--- src/rtl/control_sequencer_pkg.sv ---
// Shared definitions for the SAP1 control sequencer: control-word bit positions,
// one-hot control masks, opcode values and the flags register layout.
package control_sequencer_pkg;

    localparam int CTRL_WIDTH = 16;

    localparam int B_HLT = 15;
    localparam int B_MI  = 14;
    localparam int B_RI  = 13;
    localparam int B_RO  = 12;
    localparam int B_IO  = 11;
    localparam int B_II  = 10;
    localparam int B_AI  = 9;
    localparam int B_AO  = 8;
    localparam int B_EO  = 7;
    localparam int B_SU  = 6;
    localparam int B_BI  = 5;
    localparam int B_OI  = 4;
    localparam int B_CE  = 3;
    localparam int B_CO  = 2;
    localparam int B_J   = 1;
    localparam int B_FI  = 0;

    localparam logic [CTRL_WIDTH-1:0] C_HLT = 16'h8000;
    localparam logic [CTRL_WIDTH-1:0] C_MI  = 16'h4000;
    localparam logic [CTRL_WIDTH-1:0] C_RI  = 16'h2000;
    localparam logic [CTRL_WIDTH-1:0] C_RO  = 16'h1000;
    localparam logic [CTRL_WIDTH-1:0] C_IO  = 16'h0800;
    localparam logic [CTRL_WIDTH-1:0] C_II  = 16'h0400;
    localparam logic [CTRL_WIDTH-1:0] C_AI  = 16'h0200;
    localparam logic [CTRL_WIDTH-1:0] C_AO  = 16'h0100;
    localparam logic [CTRL_WIDTH-1:0] C_EO  = 16'h0080;
    localparam logic [CTRL_WIDTH-1:0] C_SU  = 16'h0040;
    localparam logic [CTRL_WIDTH-1:0] C_BI  = 16'h0020;
    localparam logic [CTRL_WIDTH-1:0] C_OI  = 16'h0010;
    localparam logic [CTRL_WIDTH-1:0] C_CE  = 16'h0008;
    localparam logic [CTRL_WIDTH-1:0] C_CO  = 16'h0004;
    localparam logic [CTRL_WIDTH-1:0] C_J   = 16'h0002;
    localparam logic [CTRL_WIDTH-1:0] C_FI  = 16'h0001;

    localparam logic [3:0] OP_NOP = 4'd0;
    localparam logic [3:0] OP_LDA = 4'd1;
    localparam logic [3:0] OP_ADD = 4'd2;
    localparam logic [3:0] OP_SUB = 4'd3;
    localparam logic [3:0] OP_STA = 4'd4;
    localparam logic [3:0] OP_LDI = 4'd5;
    localparam logic [3:0] OP_JMP = 4'd6;
    localparam logic [3:0] OP_JC  = 4'd7;
    localparam logic [3:0] OP_JZ  = 4'd8;
    localparam logic [3:0] OP_OUT = 4'd14;
    localparam logic [3:0] OP_HLT = 4'd15;

    typedef struct packed {
        logic carry;
        logic zero;
    } flags_t;

endpackage

--- src/rtl/sat_counter.sv ---
// Saturating up-counter used for the retired-instruction and cycle perf counters.
module sat_counter #(
    parameter int WIDTH = 16
) (
    input  logic             clk,
    input  logic             rst_n,
    input  logic             en,
    input  logic             clear,
    output logic [WIDTH-1:0] count
);

    always_ff @(posedge clk or negedge rst_n) begin
        if (!rst_n) begin
            count <= '0;
        end else if (clear) begin
            count <= '0;
        end else if (en && (count != '1)) begin
            count <= count + WIDTH'(1);
        end
    end

endmodule

--- src/rtl/control_sequencer.sv ---
// SAP1 control sequencer: decodes (opcode, step) into the control word, closes the
// step loop via adv/halt, and holds flags, sticky halt/fault and perf counters.
module control_sequencer
    import control_sequencer_pkg::*;
#(
    parameter  int INSTRUCTION_STEPS = 8,
    parameter  int OPCODE_WIDTH      = 4,
    parameter  int PERF_WIDTH        = 16,
    localparam int STEP_WIDTH        = $clog2(INSTRUCTION_STEPS)
) (
    input  logic                    mclk,
    input  logic                    i_rst_n,
    input  logic                    mclk_en,
    input  logic [STEP_WIDTH-1:0]   i_step,
    input  logic [OPCODE_WIDTH-1:0] i_opcode,
    input  logic                    i_carry,
    input  logic                    i_zero,
    output logic [15:0]             o_ctrl,
    output logic                    o_adv,
    output logic                    o_halt,
    output logic                    o_fault,
    output logic [PERF_WIDTH-1:0]   o_retired,
    output logic [PERF_WIDTH-1:0]   o_cycles
);

    localparam logic [STEP_WIDTH-1:0] STEP_0 = STEP_WIDTH'(0);
    localparam logic [STEP_WIDTH-1:0] STEP_1 = STEP_WIDTH'(1);
    localparam logic [STEP_WIDTH-1:0] STEP_2 = STEP_WIDTH'(2);
    localparam logic [STEP_WIDTH-1:0] STEP_3 = STEP_WIDTH'(3);
    localparam logic [STEP_WIDTH-1:0] STEP_4 = STEP_WIDTH'(4);

    flags_t            flags_q;
    logic              halted_q;
    logic              fault_q;
    logic [3:0]        op;
    logic [15:0]       ctrl_d;
    logic              adv_d;
    logic              hlt_dec;
    logic              ill_dec;
    logic              halt_any;

    assign op = 4'(i_opcode);

    always_comb begin
        ctrl_d  = '0;
        adv_d   = 1'b0;
        hlt_dec = 1'b0;
        ill_dec = 1'b0;
        if (!halted_q) begin
            if (i_step == STEP_0) begin
                ctrl_d = C_CO | C_MI;
            end else if (i_step == STEP_1) begin
                ctrl_d = C_RO | C_II | C_CE;
            end else begin
                // Steps past an opcode's last step fall through to ctrl 0 with adv.
                adv_d = 1'b1;
                case (op)
                    OP_NOP: ;
                    OP_LDA: begin
                        if (i_step == STEP_2) begin
                            ctrl_d = C_IO | C_MI;
                            adv_d  = 1'b0;
                        end else if (i_step == STEP_3) begin
                            ctrl_d = C_RO | C_AI;
                        end
                    end
                    OP_ADD, OP_SUB: begin
                        if (i_step == STEP_2) begin
                            ctrl_d = C_IO | C_MI;
                            adv_d  = 1'b0;
                        end else if (i_step == STEP_3) begin
                            ctrl_d = C_RO | C_BI;
                            adv_d  = 1'b0;
                        end else if (i_step == STEP_4) begin
                            ctrl_d = C_EO | C_AI | C_FI | ((op == OP_SUB) ? C_SU : 16'h0000);
                        end
                    end
                    OP_STA: begin
                        if (i_step == STEP_2) begin
                            ctrl_d = C_IO | C_MI;
                            adv_d  = 1'b0;
                        end else if (i_step == STEP_3) begin
                            ctrl_d = C_AO | C_RI;
                        end
                    end
                    OP_LDI: if (i_step == STEP_2) ctrl_d = C_IO | C_AI;
                    OP_JMP: if (i_step == STEP_2) ctrl_d = C_IO | C_J;
                    OP_JC:  if (i_step == STEP_2 && flags_q.carry) ctrl_d = C_IO | C_J;
                    OP_JZ:  if (i_step == STEP_2 && flags_q.zero)  ctrl_d = C_IO | C_J;
                    OP_OUT: if (i_step == STEP_2) ctrl_d = C_AO | C_OI;
                    OP_HLT: begin
                        if (i_step == STEP_2) begin
                            ctrl_d  = C_HLT;
                            adv_d   = 1'b0;
                            hlt_dec = 1'b1;
                        end
                    end
                    default: begin
                        if (i_step == STEP_2) begin
                            adv_d   = 1'b0;
                            ill_dec = 1'b1;
                        end
                    end
                endcase
            end
        end
    end

    // Halt is visible combinationally so the step counter freezes on the same edge it latches.
    assign halt_any = halted_q | hlt_dec | ill_dec;
    assign o_ctrl   = i_rst_n ? ctrl_d : 16'h0000;
    assign o_adv    = i_rst_n & adv_d;
    assign o_halt   = i_rst_n & halt_any;
    assign o_fault  = fault_q;

    always_ff @(posedge mclk or negedge i_rst_n) begin
        if (!i_rst_n) begin
            flags_q  <= '0;
            halted_q <= 1'b0;
            fault_q  <= 1'b0;
        end else if (mclk_en) begin
            if (ctrl_d[B_FI]) begin
                flags_q.carry <= i_carry;
                flags_q.zero  <= i_zero;
            end
            if (hlt_dec || ill_dec) halted_q <= 1'b1;
            if (ill_dec)            fault_q  <= 1'b1;
        end
    end

    sat_counter #(.WIDTH(PERF_WIDTH)) u_retired (
        .clk   (mclk),
        .rst_n (i_rst_n),
        .en    (mclk_en & adv_d & ~halt_any),
        .clear (1'b0),
        .count (o_retired)
    );

    sat_counter #(.WIDTH(PERF_WIDTH)) u_cycles (
        .clk   (mclk),
        .rst_n (i_rst_n),
        .en    (mclk_en & ~halt_any),
        .clear (1'b0),
        .count (o_cycles)
    );

endmodule

--- config.mk ---
export PLATFORM = sky130hd
export DESIGN_NAME = control_sequencer
export DESIGN_NICKNAME = d
export VERILOG_FILES = /design/src/rtl/control_sequencer_pkg.sv /design/src/rtl/sat_counter.sv /design/src/rtl/control_sequencer.sv
export SDC_FILE = /design/constraint.sdc
export NUM_CORES = 1
export LEC_CHECK = 0
export BUFFER_PORTS_ARGS = -buffer_cell sky130_fd_sc_hd__buf_2
export CAP_MARGIN = 10
export CELL_PAD_IN_SITES_DETAIL_PLACEMENT = 1
export CELL_PAD_IN_SITES_GLOBAL_PLACEMENT = 1
export CORE_ASPECT_RATIO = 0.5
export CORE_MARGIN = 2
export CORE_UTILIZATION = 36
export DETAILED_ROUTE_END_ITERATION = 10
export GPL_TIMING_DRIVEN = 0
export PLACE_DENSITY = 0.74
export SKIP_CTS_REPAIR_TIMING = 1
export SYNTH_ARGS = -nofsm -noshare
export SYNTH_HDL_FRONTEND = slang
export SYNTH_HIERARCHICAL = 1
export SYNTH_SLANG_ARGS = --single-unit
--- constraint.sdc ---
create_clock -name mclk -period 1.8 [get_ports mclk]
set_input_delay 0 -clock mclk [delete_from_list [all_inputs] [get_ports mclk]]
set_output_delay 0 -clock mclk [all_outputs]
set_load 0.1 [all_outputs]
==> impl_metrics.tcl <==
set metrics [dict create \
    fp.dieW_um 121 \
    crit_arrival_ns 2.03 \
    ir_drop_mv 0.353 \
    netlist_top_cells_area "dfrtp_1 (36%), a21oi_1 (5.1%), nor2_1 (3.0%), o31ai_1 (3.0%), nand2_1 (2.7%)" \
    syn_inst 275 \
    cts.reportedPaths.clkPinSlew_ns 0.06 \
    antenna_found_initial 0 \
    ys_warn_count 6 \
    internal_power_w 0.00159 \
    synthDistinctLibCells 65 \
    drt_wl_total_mm 8.35 \
    port_buffers 61 \
    p_switching_w 0.000773 \
    seq_power_share_pct 36.7 \
    hold_ws_ns 0.206 \
    regArea_um2 1000 \
    vias 2626 \
    slew_violations 0 \
    cts_root_buffer "clkbuf_16" \
    grt_usage_pct 20.2 \
    rsz0062_at_grt "yes" \
    p_leak_nw 1.58 \
    finalWeightedCongestion 0.815 \
    final_common_cell "buf_2" \
    seq_area_frac_synth_pct 36.4 \
    sw_frac_of_total_pct 32.7 \
    cts_htree_levels 2 \
    ioPinCount 63 \
    multi_input_area_um2 1880 \
    cp-end-kind "flip-flop" \
    dieArea_um2 7600 \
    cp.required_ns 1.96 \
    core_um2 6670 \
    drv_cap 0 \
    hold_viol 0 \
    period_share_pct 104 \
    cp-startpoint "halted_q$_DFFE_PN0P_" \
    netlist.top_cell.by_area "dfrtp_1" \
    final_cell_mix "buf_2 (50), buf_4 (27), dfrtp_4 (24)" \
    period_minus_slack_ns 1.88 \
    powerDensity_nw_per_um2 598 \
    die_height_um 62.7 \
    placed_cell_area_um2 3210 \
    crit_type "flip-flop to flip-flop" \
    ant_nets 0 \
    area_growth_pct 59.7 \
    hpwl_mm 5.36 \
    via_per_inst 5.62 \
    dp_worst_setup_slack_ns -0.544 \
    hold_start "i_opcode[0]" \
    fin_area_um2 3960 \
    fin_ws_ns -0.0772 \
    synth_edf_count 0 \
    skew_ns 0.00283 \
    violations "setup timing" \
    combPwrFrac_pct 26.2 \
    clock_latency_ns 0.27 \
    yosys_most_used_dff "dfrtp_1" \
    cts_tree "yes" \
    r2r_start "halted_q$_DFFE_PN0P_" \
    synth_top_area_share_pct 36.4 \
    fin_setup_tns_ns -0.247 \
    avgSynthCellArea_um2 9.01 \
    finalPower_w 0.00237 \
    clkPwrFrac_pct 37.1 \
    antenna_cells 0 \
    gr-total-overflow 0 \
    setup_viol 9 \
    avgRoutedWirePerCell_um 17.9 \
    ys_async_sr_fraction_pct 100 \
    fin_nets 388 \
    core.rowCount 21 \
    synth_area_um2 2480 \
    cts_made_buffers 5 \
    final_layout_size_suffix_gt1_share_pct 58.9 \
    start_util_pct 37.1 \
    grt_pass1_vias 2540 \
    synth_seq_cells 36 \
    first_iter_violations 143 \
    clock_path_buffers 2 \
    crit_path_start_kind "flip-flop" \
    hold_class "primary input to flip-flop" \
    cts_sinks 36 \
    fmax_mhz 533 \
    firstDrtPassIters 4 \
    grt_pass1_wl_mm 12.5 \
    status "complete, but fails checks" \
    drcViolationCount 0 \
    critPathMaxFanout 5 \
    grt_max_degree 39 \
    fillers 746 \
]
==> per-stage QoR <==
stage | util, % | instances
after floorplan | - | 277
after global placement | 48.1 | 430
after detailed placement | 48.1 | 430
after CTS | 50.3 | 438
after global routing | 59.3 | 467
final | 59.3 | 467
==> power by group through the flow <==
stage	clock network [W]	registers, W	logic (W)
final	0.000878	0.000869	0.000620
after global placement	0	0.000882	0.000480
after CTS	0.000900	0.000869	0.000492
after detailed placement	0	0.000883	0.000491
after floorplan	0	0.000989	0.000270
after global routing	0.000930	0.000873	0.000650
==> worst max-delay path: stages (launching register included) <==
cell and delay, ns:
dfrtp_1 0.41, nand2b_4 0.17, nor3_2 0.10, buf_4 0.15, and4_4 0.24, nand4_1 0.13, nor3_2 0.24, mux2_4 0.32
==> worst paths after layout <==
path	end	slack, ns	depth (start not counted)
max	u_retired/count[11]$_DFFE_PN0P_	-0.08	7
min reg2reg	o_fault$_DFFE_PN0P_	0.47	1
min	o_fault$_DFFE_PN0P_	0.21	3
min in group asynchronous	u_retired/count[5]$_DFFE_PN0P_	0.34	3
max in group asynchronous	u_retired/count[9]$_DFFE_PN0P_	1.24	3
max reg2reg	u_retired/count[11]$_DFFE_PN0P_	-0.08	7
==> state kept, by name (all words and copies together) (netlist names) <==
register         cells
flags_q              2
halted_q             1
o_fault              1
u_cycles/count      16
u_retired/count     16
==> Yosys cell counts (all sizes together), types with 2 or more instances <==
cell type,instances
nor4,10
nand4b,2
o211ai,4
buf,10
nor2,20
a211oi,4
or4,9
nor2b,9
nand2,18
nand3b,2
a21oi,25
nand4,13
o31ai,10
and3,5
mux2,8
ha,2
or3,10
nand2b,6
nand3,8
and4,4
nor3,12
o21ai,10
dfrtp,36
and2,2
xor2,2
inv,8
or2,4
clkbuf,5
==> layer usage <==
metal | vias up | GRT usage [%] | share of wire, %
li1 | 1230 | - | -
met1 | 1314 | 25.3 | 44
met2 | 69 | 36.5 | 51
met3 | 13 | 3.47 | 4.2
met4 | 0 | 4.31 | 1.3
met5 | - | 0 | 0
==> cells by family (layout without fill, tap and decap cells) <==
kind of cell / after synthesis / count (layout) / synth area share (%)
simple gates: 137 / 137 / 35.4
flops: 36 / 36 / 36.4
buf+inv: 23 / 121 / 4.60
mux: 9 / 9 / 4.49
xor+xnor: 3 / 3 / 1.06
fa+ha+maj: 2 / 2 / 1.01
other cells: 1 / 3 / 0.151
compound gates: 64 / 64 / 17.0
==> cell type report <==
cell class / instances / area share (%)
sequential: 36 / 25.3
multi-input combinational: 218 / 47.6
tap: 92 / 2.91
inverter: 8 / 0.759
timing repair buffer: 90 / 16.5
buffer: 15 / 3.29
clock buffer: 8 / 3.70
Power figures use the tool's default switching activity.
